===== config.mk =====
export PLATFORM = sky130hd
export DESIGN_NAME = vpu_reduction_combiner
export DESIGN_NICKNAME = d
export VERILOG_FILES = /design/src/rtl/vpu_reduction_combiner_pkg.sv /design/src/rtl/vpu_fp_add2.sv /design/src/rtl/vpu_fp_max2.sv /design/src/rtl/vpu_red_partial_fifo.sv /design/src/rtl/vpu_reduction_combiner.sv
export SDC_FILE = /design/constraint.sdc
export NUM_CORES = 1
export LEC_CHECK = 0
export CORE_MARGIN = 3
export CORE_UTILIZATION = 50
export DETAILED_ROUTE_END_ITERATION = 6
export HOLD_SLACK_MARGIN = 0.12
export PLACE_DENSITY = 0.75
export SLEW_MARGIN = 20
export SYNTH_ARGS = -nofsm -noshare
export SYNTH_HDL_FRONTEND = slang
export SYNTH_SLANG_ARGS = --single-unit

===== constraint.sdc =====
create_clock -name clk -period 12.6 [get_ports clk]
set_input_delay 3.15 -clock clk [delete_from_list [all_inputs] [get_ports clk]]
set_output_delay 3.15 -clock clk [all_outputs]
set_load 0.005 [all_outputs]

===== src/rtl/vpu_reduction_combiner_pkg.sv =====
`default_nettype none
// ============================================================================
//  Module      : vpu_reduction_combiner_pkg
//  Description : Shared types and sizes for the VPU reduction combiner slice.
//  Revision    : 1.0 - initial release
// ============================================================================
package vpu_reduction_combiner_pkg;

    localparam int EXEC_CNT      = 4;
    localparam int OPERAND_WIDTH = 16;

    typedef enum logic [2:0] {
        IDLE    = 3'd0,
        COLLECT = 3'd1,
        ISSUE   = 3'd2,
        WAIT    = 3'd3,
        DONE    = 3'd4
    } red_comb_state_t;

    typedef enum logic {
        RED_SUM = 1'b0,
        RED_MAX = 1'b1
    } red_op_t;

    typedef struct packed {
        logic fp_sum_r;
        logic fp_max_r;
    } vpu_fp_req_t;

    typedef struct packed {
        vpu_fp_req_t fp_req;
    } vpu_exec_req_t;

    // Sum only when exactly the sum bit is set; anything ambiguous folds as max.
    function automatic red_op_t decode_red_op(input vpu_exec_req_t req);
        return (req.fp_req.fp_sum_r && !req.fp_req.fp_max_r) ? RED_SUM : RED_MAX;
    endfunction

endpackage
`default_nettype wire


===== src/rtl/vpu_fp_add2.sv =====
`default_nettype none
// ============================================================================
//  Module      : vpu_fp_add2
//  Description : bf16 two-operand adder, one-cycle latency, truncating,
//                zero exponent treated as zero, overflow saturates to inf.
//  Revision    : 1.0 - initial release
// ============================================================================
module vpu_fp_add2 (
    input  logic        clk,
    input  logic        rst,
    input  logic        start_i,
    input  logic [15:0] operand_0_i,
    input  logic [15:0] operand_1_i,
    input  logic [7:0]  sub_i,
    output logic        done_o,
    output logic [15:0] result_o
);

    logic [15:0]       w_b;
    logic [15:0]       w_big;
    logic [15:0]       w_sml;
    logic [10:0]       w_m_big;
    logic [10:0]       w_m_sml;
    logic [10:0]       w_m_al;
    logic [7:0]        w_shamt;
    logic [11:0]       w_sum;
    logic [3:0]        w_lead;
    logic              w_found;
    logic [6:0]        w_frac;
    logic signed [9:0] w_exp;
    logic [15:0]       w_res;

    // Align smaller magnitude to larger, add/subtract, renormalise on the leading one.
    always_comb begin
        w_b = {operand_1_i[15] ^ (|sub_i), operand_1_i[14:0]};
        if (operand_0_i[14:0] >= w_b[14:0]) begin
            w_big = operand_0_i;
            w_sml = w_b;
        end else begin
            w_big = w_b;
            w_sml = operand_0_i;
        end
        w_m_big = (w_big[14:7] == 8'd0) ? 11'd0 : {1'b1, w_big[6:0], 3'b000};
        w_m_sml = (w_sml[14:7] == 8'd0) ? 11'd0 : {1'b1, w_sml[6:0], 3'b000};
        w_shamt = w_big[14:7] - w_sml[14:7];
        w_m_al  = (w_shamt > 8'd10) ? 11'd0 : (w_m_sml >> w_shamt);
        if (w_big[15] == w_sml[15]) w_sum = {1'b0, w_m_big} + {1'b0, w_m_al};
        else                        w_sum = {1'b0, w_m_big} - {1'b0, w_m_al};
        w_lead  = 4'd0;
        w_found = 1'b0;
        for (int i = 11; i >= 0; i--) begin
            if (!w_found && w_sum[i]) begin
                w_lead  = 4'(i);
                w_found = 1'b1;
            end
        end
        w_frac = 7'((w_sum << (4'd11 - w_lead)) >> 4);
        w_exp  = $signed({2'b00, w_big[14:7]}) + $signed({6'd0, w_lead}) - 10'sd10;
        if (!w_found || (w_exp <= 10'sd0)) w_res = 16'h0000;
        else if (w_exp >= 10'sd255)        w_res = {w_big[15], 8'hFF, 7'd0};
        else                               w_res = {w_big[15], w_exp[7:0], w_frac};
    end

    // Register result and raise done one cycle after start.
    always_ff @(posedge clk or posedge rst) begin
        if (rst) begin
            done_o   <= 1'b0;
            result_o <= 16'h0000;
        end else begin
            done_o <= start_i;
            if (start_i) result_o <= w_res;
        end
    end

endmodule
`default_nettype wire


===== src/rtl/vpu_fp_max2.sv =====
`default_nettype none
// ============================================================================
//  Module      : vpu_fp_max2
//  Description : bf16 two-operand maximum, one-cycle latency.
//  Revision    : 1.0 - initial release
// ============================================================================
module vpu_fp_max2 (
    input  logic        clk,
    input  logic        rst,
    input  logic        start_i,
    input  logic [15:0] operand_0_i,
    input  logic [15:0] operand_1_i,
    output logic        done_o,
    output logic [15:0] result_o
);

    // Maps sign-magnitude onto an unsigned key that orders like the FP value.
    function automatic logic [15:0] order_key(input logic [15:0] v);
        return v[15] ? ~v : (v ^ 16'h8000);
    endfunction

    logic [15:0] w_res;

    assign w_res = (order_key(operand_0_i) >= order_key(operand_1_i)) ? operand_0_i : operand_1_i;

    // Register result and raise done one cycle after start.
    always_ff @(posedge clk or posedge rst) begin
        if (rst) begin
            done_o   <= 1'b0;
            result_o <= 16'h0000;
        end else begin
            done_o <= start_i;
            if (start_i) result_o <= w_res;
        end
    end

endmodule
`default_nettype wire


===== src/rtl/vpu_red_partial_fifo.sv =====
`default_nettype none
// ============================================================================
//  Module      : vpu_red_partial_fifo
//  Description : Small synchronous FIFO buffering per-exec partial scalars.
//  Revision    : 1.0 - initial release
// ============================================================================
module vpu_red_partial_fifo
    import vpu_reduction_combiner_pkg::*;
#(
    parameter  int DEPTH = EXEC_CNT,
    parameter  int WIDTH = OPERAND_WIDTH,
    localparam int PTR_W = (DEPTH > 1) ? $clog2(DEPTH) : 1,
    localparam int CNT_W = $clog2(DEPTH + 1)
) (
    input  logic             clk,
    input  logic             rst,
    input  logic             push_i,
    input  logic [WIDTH-1:0] din_i,
    input  logic             pop_i,
    output logic [WIDTH-1:0] dout_o,
    output logic             empty_o,
    output logic [CNT_W-1:0] count_o
);

    logic [WIDTH-1:0] r_mem [DEPTH];
    logic [PTR_W-1:0] r_wr_ptr;
    logic [PTR_W-1:0] r_rd_ptr;
    logic [CNT_W-1:0] r_count;

    function automatic logic [PTR_W-1:0] ptr_inc(input logic [PTR_W-1:0] p);
        return (p == PTR_W'(DEPTH - 1)) ? '0 : p + PTR_W'(1);
    endfunction

    // Storage array: data only, no reset needed.
    always_ff @(posedge clk) begin
        if (push_i) r_mem[r_wr_ptr] <= din_i;
    end

    // Read/write pointers and occupancy count.
    always_ff @(posedge clk or posedge rst) begin
        if (rst) begin
            r_wr_ptr <= '0;
            r_rd_ptr <= '0;
            r_count  <= '0;
        end else begin
            if (push_i) r_wr_ptr <= ptr_inc(r_wr_ptr);
            if (pop_i)  r_rd_ptr <= ptr_inc(r_rd_ptr);
            case ({push_i, pop_i})
                2'b10:   r_count <= r_count + CNT_W'(1);
                2'b01:   r_count <= r_count - CNT_W'(1);
                default: r_count <= r_count;
            endcase
        end
    end

    assign dout_o  = r_mem[r_rd_ptr];
    assign empty_o = (r_count == '0);
    assign count_o = r_count;

endmodule
`default_nettype wire


===== src/rtl/vpu_reduction_combiner.sv =====
`default_nettype none
// ============================================================================
//  Module      : vpu_reduction_combiner
//  Description : Folds EXEC_CNT per-exec partial scalars (sum or max) in
//                arrival order into one result, handed off via valid/ready.
//                Define VPU_RED_COMB_PROT_CHK_EN to build the sticky
//                protocol-error detector driving err_o.
//  Revision    : 1.0 - initial release
// ============================================================================
module vpu_reduction_combiner
    import vpu_reduction_combiner_pkg::*;
#(
    parameter int EXEC_CNT      = vpu_reduction_combiner_pkg::EXEC_CNT,
    parameter int OPERAND_WIDTH = vpu_reduction_combiner_pkg::OPERAND_WIDTH,
    parameter int FIFO_DEPTH    = EXEC_CNT
) (
    input  logic                     clk,
    input  logic                     rst,
    input  logic                     start_i,
    input  vpu_exec_req_t            op_func_i,
    input  logic                     partial_valid_i,
    input  logic [OPERAND_WIDTH-1:0] partial_i,
    output logic                     busy_o,
    output logic                     result_valid_o,
    output logic [OPERAND_WIDTH-1:0] result_o,
    input  logic                     result_ready_i,
    output logic                     err_o
);

    localparam int CNT_W  = $clog2(EXEC_CNT + 1);
    localparam int FCNT_W = $clog2(FIFO_DEPTH + 1);
    localparam logic [CNT_W-1:0] c_exec_cnt = CNT_W'(EXEC_CNT);

    red_comb_state_t          r_state;
    red_comb_state_t          w_state_nxt;
    red_op_t                  r_op;
    logic [OPERAND_WIDTH-1:0] r_acc;
    logic [CNT_W-1:0]         r_rcv_cnt;
    logic [CNT_W-1:0]         r_cmb_cnt;

    logic                     w_in_flight;
    logic                     w_accept;
    logic                     w_pop;
    logic                     w_issue;
    logic                     w_first_load;
    logic                     w_fp_load;
    logic                     w_clear;
    logic                     w_fifo_empty;
    logic [FCNT_W-1:0]        w_fifo_count;
    logic [OPERAND_WIDTH-1:0] w_fifo_head;
    logic                     w_add_done;
    logic                     w_max_done;
    logic [15:0]              w_add_res;
    logic [15:0]              w_max_res;
    logic                     w_fp_done;
    logic [15:0]              w_fp_res;

    // Partials count while a reduction is open and not full, or alongside the start itself.
    assign w_in_flight = (r_state == COLLECT) || (r_state == ISSUE) || (r_state == WAIT);
    assign w_accept    = partial_valid_i &&
                         ((w_in_flight && (r_rcv_cnt < c_exec_cnt)) || ((r_state == IDLE) && start_i));

    vpu_red_partial_fifo #(
        .DEPTH (FIFO_DEPTH),
        .WIDTH (OPERAND_WIDTH)
    ) u_fifo (
        .clk     (clk),
        .rst     (rst),
        .push_i  (w_accept),
        .din_i   (partial_i),
        .pop_i   (w_pop),
        .dout_o  (w_fifo_head),
        .empty_o (w_fifo_empty),
        .count_o (w_fifo_count)
    );

    vpu_fp_add2 u_add (
        .clk         (clk),
        .rst         (rst),
        .start_i     (w_issue && (r_op == RED_SUM)),
        .operand_0_i (r_acc),
        .operand_1_i (w_fifo_head),
        .sub_i       (8'h00),
        .done_o      (w_add_done),
        .result_o    (w_add_res)
    );

    vpu_fp_max2 u_max (
        .clk         (clk),
        .rst         (rst),
        .start_i     (w_issue && (r_op == RED_MAX)),
        .operand_0_i (r_acc),
        .operand_1_i (w_fifo_head),
        .done_o      (w_max_done),
        .result_o    (w_max_res)
    );

    assign w_fp_done = (r_op == RED_SUM) ? w_add_done : w_max_done;
    assign w_fp_res  = (r_op == RED_SUM) ? w_add_res  : w_max_res;

    // State register.
    always_ff @(posedge clk or posedge rst) begin
        if (rst) r_state <= IDLE;
        else     r_state <= w_state_nxt;
    end

    // Next-state and datapath strobes; the first partial seeds acc without an FP op.
    always_comb begin
        w_state_nxt  = r_state;
        w_pop        = 1'b0;
        w_issue      = 1'b0;
        w_first_load = 1'b0;
        w_fp_load    = 1'b0;
        w_clear      = 1'b0;
        unique case (r_state)
            IDLE: begin
                if (start_i) w_state_nxt = COLLECT;
            end
            COLLECT: begin
                if (!w_fifo_empty) begin
                    if (r_cmb_cnt == '0) begin
                        w_pop        = 1'b1;
                        w_first_load = 1'b1;
                        if (c_exec_cnt == CNT_W'(1))                     w_state_nxt = DONE;
                        else if ((w_fifo_count > FCNT_W'(1)) || w_accept) w_state_nxt = ISSUE;
                    end else begin
                        w_state_nxt = ISSUE;
                    end
                end
            end
            ISSUE: begin
                w_pop       = 1'b1;
                w_issue     = 1'b1;
                w_state_nxt = WAIT;
            end
            WAIT: begin
                if (w_fp_done) begin
                    w_fp_load = 1'b1;
                    if ((r_cmb_cnt + CNT_W'(1)) == c_exec_cnt) w_state_nxt = DONE;
                    else if (!w_fifo_empty || w_accept)         w_state_nxt = ISSUE;
                    else                                        w_state_nxt = COLLECT;
                end
            end
            DONE: begin
                if (result_ready_i) begin
                    w_clear     = 1'b1;
                    w_state_nxt = IDLE;
                end
            end
            default: w_state_nxt = IDLE;
        endcase
    end

    // Operation latch, accumulator and the received/combined counters.
    always_ff @(posedge clk or posedge rst) begin
        if (rst) begin
            r_op      <= RED_MAX;
            r_acc     <= '0;
            r_rcv_cnt <= '0;
            r_cmb_cnt <= '0;
        end else begin
            if ((r_state == IDLE) && start_i) r_op <= decode_red_op(op_func_i);
            if (w_clear) begin
                r_rcv_cnt <= '0;
                r_cmb_cnt <= '0;
            end else begin
                if (w_accept) r_rcv_cnt <= r_rcv_cnt + CNT_W'(1);
                if (w_first_load) begin
                    r_acc     <= w_fifo_head;
                    r_cmb_cnt <= CNT_W'(1);
                end else if (w_fp_load) begin
                    r_acc     <= w_fp_res;
                    r_cmb_cnt <= r_cmb_cnt + CNT_W'(1);
                end
            end
        end
    end

    assign busy_o         = (r_state != IDLE);
    assign result_valid_o = (r_state == DONE);
    assign result_o       = r_acc;

`ifdef VPU_RED_COMB_PROT_CHK_EN
    logic r_err;
    logic w_prot_viol;

    assign w_prot_viol = (partial_valid_i && (((r_state == IDLE) && !start_i) || (r_state == DONE))) ||
                         (partial_valid_i && (r_rcv_cnt == c_exec_cnt)) ||
                         (start_i && (r_state != IDLE));

    // Sticky protocol-error flag, cleared only by reset.
    always_ff @(posedge clk or posedge rst) begin
        if (rst)              r_err <= 1'b0;
        else if (w_prot_viol) r_err <= 1'b1;
    end

    assign err_o = r_err;
`else
    assign err_o = 1'b0;
`endif

endmodule
`default_nettype wire


==> results of run 1 <==
==> routing by layer <==
metal  share of wire [%]  GRT usage (%)  vias up
li1                    -              -     3758
met1                  44           33.0     3840
met2                  47           40.7      272
met3                 4.6           3.19       57
met4                 4.2           11.3        0
met5                   0              0        -
==> state kept, by name (all words and copies together) (netlist names) <==
signal and cells:
r_op 1, u_fifo.count_o 3, u_add.result_o 16, u_add.done_o 1, r_state 3, r_cmb_cnt 3, u_fifo.r_rd_ptr 2, u_max.result_o 16
u_max.done_o 1, u_fifo.r_wr_ptr 2, r_rcv_cnt 3, u_fifo.r_mem 64, result_o 16
==> critical path, delay by kind of cell, from the launching register on <==
| kind | cells | cell delay [ns] |
|---|---|---|
| flops | 1 | 0.85 |
| mux | 2 | 0.41 |
| fa+ha+maj | 6 | 2.17 |
| simple gates | 14 | 3.18 |
| compound gates | 16 | 3.25 |
| buf+inv | 5 | 0.79 |
| xor+xnor | 4 | 0.82 |
==> path summary, 6_finish.rpt <==
check	slack, ns	endpoint	cells past startpoint	start
setup / recovery	0.99	u_add.result_o[6]$_DFFE_PP0P_	47	u_fifo.r_rd_ptr[1]$_DFFE_PP0P_
hold reg to reg	0.48	u_max.result_o[3]$_DFFE_PP0P_	2	u_max.result_o[3]$_DFFE_PP0P_
setup reg to reg	0.99	u_add.result_o[6]$_DFFE_PP0P_	47	u_fifo.r_rd_ptr[1]$_DFFE_PP0P_
max in group asynchronous	8.70	u_max.result_o[6]$_DFFE_PP0P_	3	rst
hold / removal	0.48	u_max.result_o[3]$_DFFE_PP0P_	2	u_max.result_o[3]$_DFFE_PP0P_
min in group asynchronous	3.32	u_fifo.count_o[0]$_DFFE_PP0P_	3	rst
==> cell type report <==
| cell class | count | area, um^2 | share of cell area (%) |
|---|---|---|---|
| clock buffers | 17 | 425 | 3.91 |
| clock inverters | 15 | 205 | 1.89 |
| inverters | 53 | 199 | 1.83 |
| multi-input cells | 787 | 5630 | 51.8 |
| flip-flops and latches | 131 | 3600 | 33.1 |
| well taps | 260 | 325 | 2.99 |
| repair buffers | 52 | 490 | 4.51 |
==> Yosys cell counts, drive strengths merged (4+ instances only) <==
cell type | instances | area, um^2
a211o | 4 | 35.0
nand2b | 6 | 37.5
mux4 | 17 | 383
nand3 | 25 | 130
xor2 | 27 | 236
mux2i | 58 | 584
inv | 52 | 195
a32o | 8 | 80.1
a21o | 27 | 203
a21boi | 5 | 37.5
mux2 | 5 | 56.3
and2 | 12 | 75.1
nand4 | 11 | 68.8
or2 | 5 | 31.3
clkbuf | 29 | 109
xnor2 | 35 | 322
and3 | 9 | 61.3
buf | 18 | 118
o21a | 7 | 52.6
o22a | 5 | 43.8
ha | 59 | 738
nor4 | 13 | 93.8
o22ai | 4 | 25.0
o31ai | 6 | 45.0
nor2 | 67 | 259
o211ai | 4 | 30.0
nor2b | 4 | 25.0
or3 | 5 | 31.3
dfrtp | 66 | 1650
a211oi | 11 | 100
a21oi | 53 | 269
o21ai | 94 | 478
o21bai | 5 | 37.5
edfxtp | 64 | 1920
nor3 | 18 | 100
nand2 | 128 | 480
a31oi | 10 | 68.8
==> kinds of logic (layout without fill, tap and decap cells) <==
| logic type | after synthesis | in the layout | synth area share (%) |
|---|---|---|---|
| simple gates | 316 | 316 | 15.6 |
| compound gates | 266 | 266 | 18.0 |
| flops | 131 | 131 | 37.3 |
| buf+inv | 100 | 137 | 4.41 |
| mux | 80 | 80 | 10.6 |
| fa+ha+maj | 62 | 62 | 8.17 |
| xor+xnor | 62 | 62 | 5.79 |
| other cells | 1 | 1 | 0.0389 |
==> stage by stage <==
step / hold WS [ns] / instance area, um^2 / util, % / worst slack (ns)
after floorplan: 0.449 / 9650 / - / 2.15
after global placement: 0.461 / 10200 / 54.4 / 1.54
after detailed placement: 0.470 / 10200 / 54.4 / 1.10
after CTS: 0.485 / 10900 / 57.8 / 1.05
after global routing: 0.505 / 10900 / 57.8 / 0.0186
final: 0.481 / 10900 / 57.8 / 0.994
==> metrics, run 1 <==
Initial Utilization 51.2%; via count 7,927; number of H-tree levels 4; die area 21,000 um^2; f_max 86.2 MHz; Vias/cell 6.03; I/O Pins 42; floorplan die height 145 um; gr usage total 24.9%; Hold-fix buffers, CTS 0; setup TNS 0 ns; clock tree buffer depth 2; Final ANT Viol Nets 0; CTS tree built; Clock transition at path regs 0.06 ns; vias in the first global route 7,686; pin count of the biggest net entering global routing 68; status complete, no violations; core box area 18,800 um^2; Final Skew 0.0106 ns; ys async rst share 51.1%; crit-path max FO 18; minimum clock period 11.61 ns; Synth Instances 1,018; Crit path arrival time 11.90 ns; die width 145 um; Warnings, synthesis 0; Worst Setup End Kind register; Clock Latency Late Sink 0.41 ns; initial antenna violation count 0; first-pass detailed-route iteration total 5; Row Count 50; RSZ-0062 raised after global routing false; Synthesized Nets 1,102; MaxCap Viol Count 0; Synth Register Bits 131; Req. time, crit path 12.89 ns; period utilization 92.1%; worst min path class reg -> reg; global-route wire length before repair 40.8 mm; Setup Crit Path Kind reg -> reg; grt total ovfl 0; CP max stage delay 0.85 ns; overall routed net length 24.9 mm; Layout area overhead 12.8%; Critical Path Start Type register; commonest cells after routing, fill and taps aside nand2_1, o21ai_0, dfrtp_1, edfxtp_1, nor2_1; Final Wtd Congestion 1.00; Post-Layout Cell Count 1,315; CP max-delay cell dfrtp_1; DP HPWL 18.3 mm; Setup-failing EPs final 0; Synth Flop Type dfrtp_1; final hold violation count 0; Rel. slew slack 31.9%; layout cell share with drive strength beyond 1 9.29%; drt drc 0; mapped cell area 9650 um^2; dpl cells 1,283; DRT iter0 DRCs 589; TritonCTS buffer count 17; Worst Tran Pin Value 1.02 ns; Max Slew Vio Count 0; cells resized by post-CTS repair 0; Wirelength per Cell 19.0 um; syn_area_per_cell 9.47 um^2; clock root buffer clkbuf_16; # clock sinks 131; fill count 1,588; Post-synth EDFFs 64; # nets final 1,126; Setup Fix Bufs, Post-CTS 0; Distinct cells, synth 87; IO buf count 40; antenna diode count 0; post-synthesis sequential area ratio 37.3%; most common cell after layout, fill and taps aside nand2_1
Power of run 1 is left out: the tool's default activity adds up to more than one toggle a clock period on the data nets, which glitch-free logic cannot reach.
==> inputs of run 2 (changes only) <==
--- a/config.mk
+++ b/config.mk
@@ -5,11 +5,13 @@
 export SDC_FILE = /design/constraint.sdc
 export NUM_CORES = 1
 export LEC_CHECK = 0
+export ABC_CLOCK_PERIOD_IN_PS = 12600
 export CORE_MARGIN = 3
 export CORE_UTILIZATION = 50
 export DETAILED_ROUTE_END_ITERATION = 6
+export DONT_BUFFER_PORTS = 1
 export HOLD_SLACK_MARGIN = 0.12
-export PLACE_DENSITY = 0.75
+export PLACE_DENSITY = 0.72
 export SLEW_MARGIN = 20
 export SYNTH_ARGS = -nofsm -noshare
 export SYNTH_HDL_FRONTEND = slang
==> metrics, run 2 (synthesis gave the netlist of run 1 again) <==
DP HPWL 18.2 mm (-0.66%); final hold violation count 0 (unchanged); most common cell after layout, fill and taps aside nand2_1; minimum clock period 11.62 ns (+0.00976 ns); CTS tree built; Critical Path End u_add.result_o[6]$_DFFE_PP0P_; Initial Utilization 51.2% (unchanged); CP max-delay cell dfrtp_1; # clock sinks 131 (unchanged); setup TNS 0 ns (unchanged); RR Startpoint u_fifo.r_rd_ptr[1]$_DFFE_PP0P_; TritonCTS buffer count 17 (unchanged); Setup Fix Bufs, Post-CTS 0 (unchanged); number of H-tree levels 4 (unchanged); R2R setup slack 0.98 ns (about the same); die width 145 um (unchanged); MaxCap Viol Count 0 (unchanged); Clock transition at path regs 0.06 ns (about the same); Final Wtd Congestion 1.03 (+3.1%); FF-to-FF path depth 47 (unchanged); IO buf count 0 (-100%); RR Endpoint u_add.result_o[6]$_DFFE_PP0P_; drt drc 0 (unchanged); overall routed net length 24.7 mm (-1.1%); Hold-fix buffers, CTS 0 (unchanged); I/O Pins 42 (unchanged); hold_ws 0.481 ns (-0.000200 ns); Layout area overhead 8.50%; Crit path arrival time 11.92 ns (+0.02 ns); layout cell share with drive strength beyond 1 9.84% (+0.55 points); worst min path class reg -> reg; Clock Latency Late Sink 0.42 ns (about the same); Largest register FFs 64 (unchanged); Rel. slew slack 31.4% (-0.54 points); Critical Path Source u_fifo.r_rd_ptr[1]$_DFFE_PP0P_; floorplan die height 145 um (unchanged); RSZ-0062 raised after global routing false; Setup Crit Path Kind reg -> reg; status complete, no violations; first-pass detailed-route iteration total 6 (+1); register name with the most flops u_fifo.r_mem; Final Skew 0.0114 ns (+0.000784 ns); pin count of the biggest net entering global routing 68 (unchanged); gr usage total 24.4% (-0.41 points); Wirelength per Cell 19.3 um (+2.0%); die area 21,000 um^2 (unchanged); period utilization 92.2% (about the same); Final ANT Viol Nets 0 (unchanged); Worst Tran Pin Value 1.03 ns (+0.00808 ns); Critical Path Start Type register; Row Count 50 (unchanged); # nets final 1,087 (-3.5%); CP max stage delay 0.83 ns (-0.02 ns); via count 7,702 (-2.8%); Req. time, crit path 12.91 ns (+0.02 ns); Setup-failing EPs final 0 (unchanged); core box area 18,800 um^2 (unchanged); global-route wire length before repair 39.7 mm (-2.8%); grt total ovfl 0 (unchanged); commonest cells after routing, fill and taps aside nand2_1, o21ai_0, dfrtp_1, edfxtp_1, nor2_1; clock tree buffer depth 2 (unchanged); Worst Setup End Kind register; Vias/cell 6.04 (+0.13%); clock root buffer clkbuf_16; vias in the first global route 7,394 (-3.8%); f_max 86.1 MHz (about the same); antenna diode count 0 (unchanged); Max Slew Vio Count 0 (unchanged); DRT iter0 DRCs 732 (+24%); crit-path max FO 26 (+8); initial antenna violation count 0 (unchanged)
==> run 2: worst min path at each step <==
| stage | from | to | cells past startpoint |
|---|---|---|---|
| 5_1_grt | u_max.result_o[4]$_DFFE_PP0P_ | u_max.result_o[4]$_DFFE_PP0P_ | 2 |
| 6_report | u_max.result_o[13]$_DFFE_PP0P_ | u_max.result_o[13]$_DFFE_PP0P_ | 2 |
| 3_5_place_dp | u_max.result_o[13]$_DFFE_PP0P_ | u_max.result_o[13]$_DFFE_PP0P_ | 2 |
| 3_3_place_gp | u_max.result_o[15]$_DFFE_PP0P_ | u_max.result_o[15]$_DFFE_PP0P_ | 2 |
| 4_1_cts | u_max.result_o[13]$_DFFE_PP0P_ | u_max.result_o[13]$_DFFE_PP0P_ | 2 |
| 2_1_floorplan | u_add.result_o[14]$_DFFE_PP0P_ | u_add.result_o[14]$_DFFE_PP0P_ | 2 |
==> run 2: critical path: cells and delay by family (launching register included) <==
family | cells | cell delay [ns]
compound gates | 15 | 3.24
simple gates | 15 | 3.16
fa+ha+maj | 6 | 2.20
xor+xnor | 4 | 0.92
flops | 1 | 0.83
buf+inv | 5 | 0.76
mux | 2 | 0.38
==> run 2: timing repair <==
action / in CTS / in global routing
hold endpoints to repair: 0 / 0
endpoints found under the setup margin: 0 / 14
resized for setup: 0 / 2
==> run 2: through the flow <==
step / cells / utilization [%] / setup slack (ns) / cell area [um^2]
floorplan: 1018 / - / 2.15 / 9650
global placement: 1244 / 52.3 / 1.38 / 9850
detailed placement: 1244 / 52.3 / 0.968 / 9850
CTS: 1276 / 55.5 / 0.951 / 10500
global route: 1276 / 55.6 / 0.0451 / 10500
finish: 1276 / 55.6 / 0.985 / 10500
==> run 2: final cells by class <==
class / instances / area [um^2]
Timing Repair Buffer: 13 / 97.6
Inverter: 53 / 199
Fill cell: 1615 / 8370
Sequential cell: 131 / 3600
Multi-Input combinational cell: 787 / 5640
Clock buffer: 20 / 447
Tap cell: 260 / 325
Clock inverter: 12 / 158
==> run 2: per-layer routing <==
layer | vias up | global-route usage (%) | routed length, um
met5 | - | 0 | 0
met4 | 0 | 9.77 | 871
met3 | 53 | 6.51 | 1810
met2 | 280 | 38.1 | 11300
met1 | 3680 | 32.6 | 10700
li1 | 3689 | - | -
Power of run 2 is left out for the same reason.
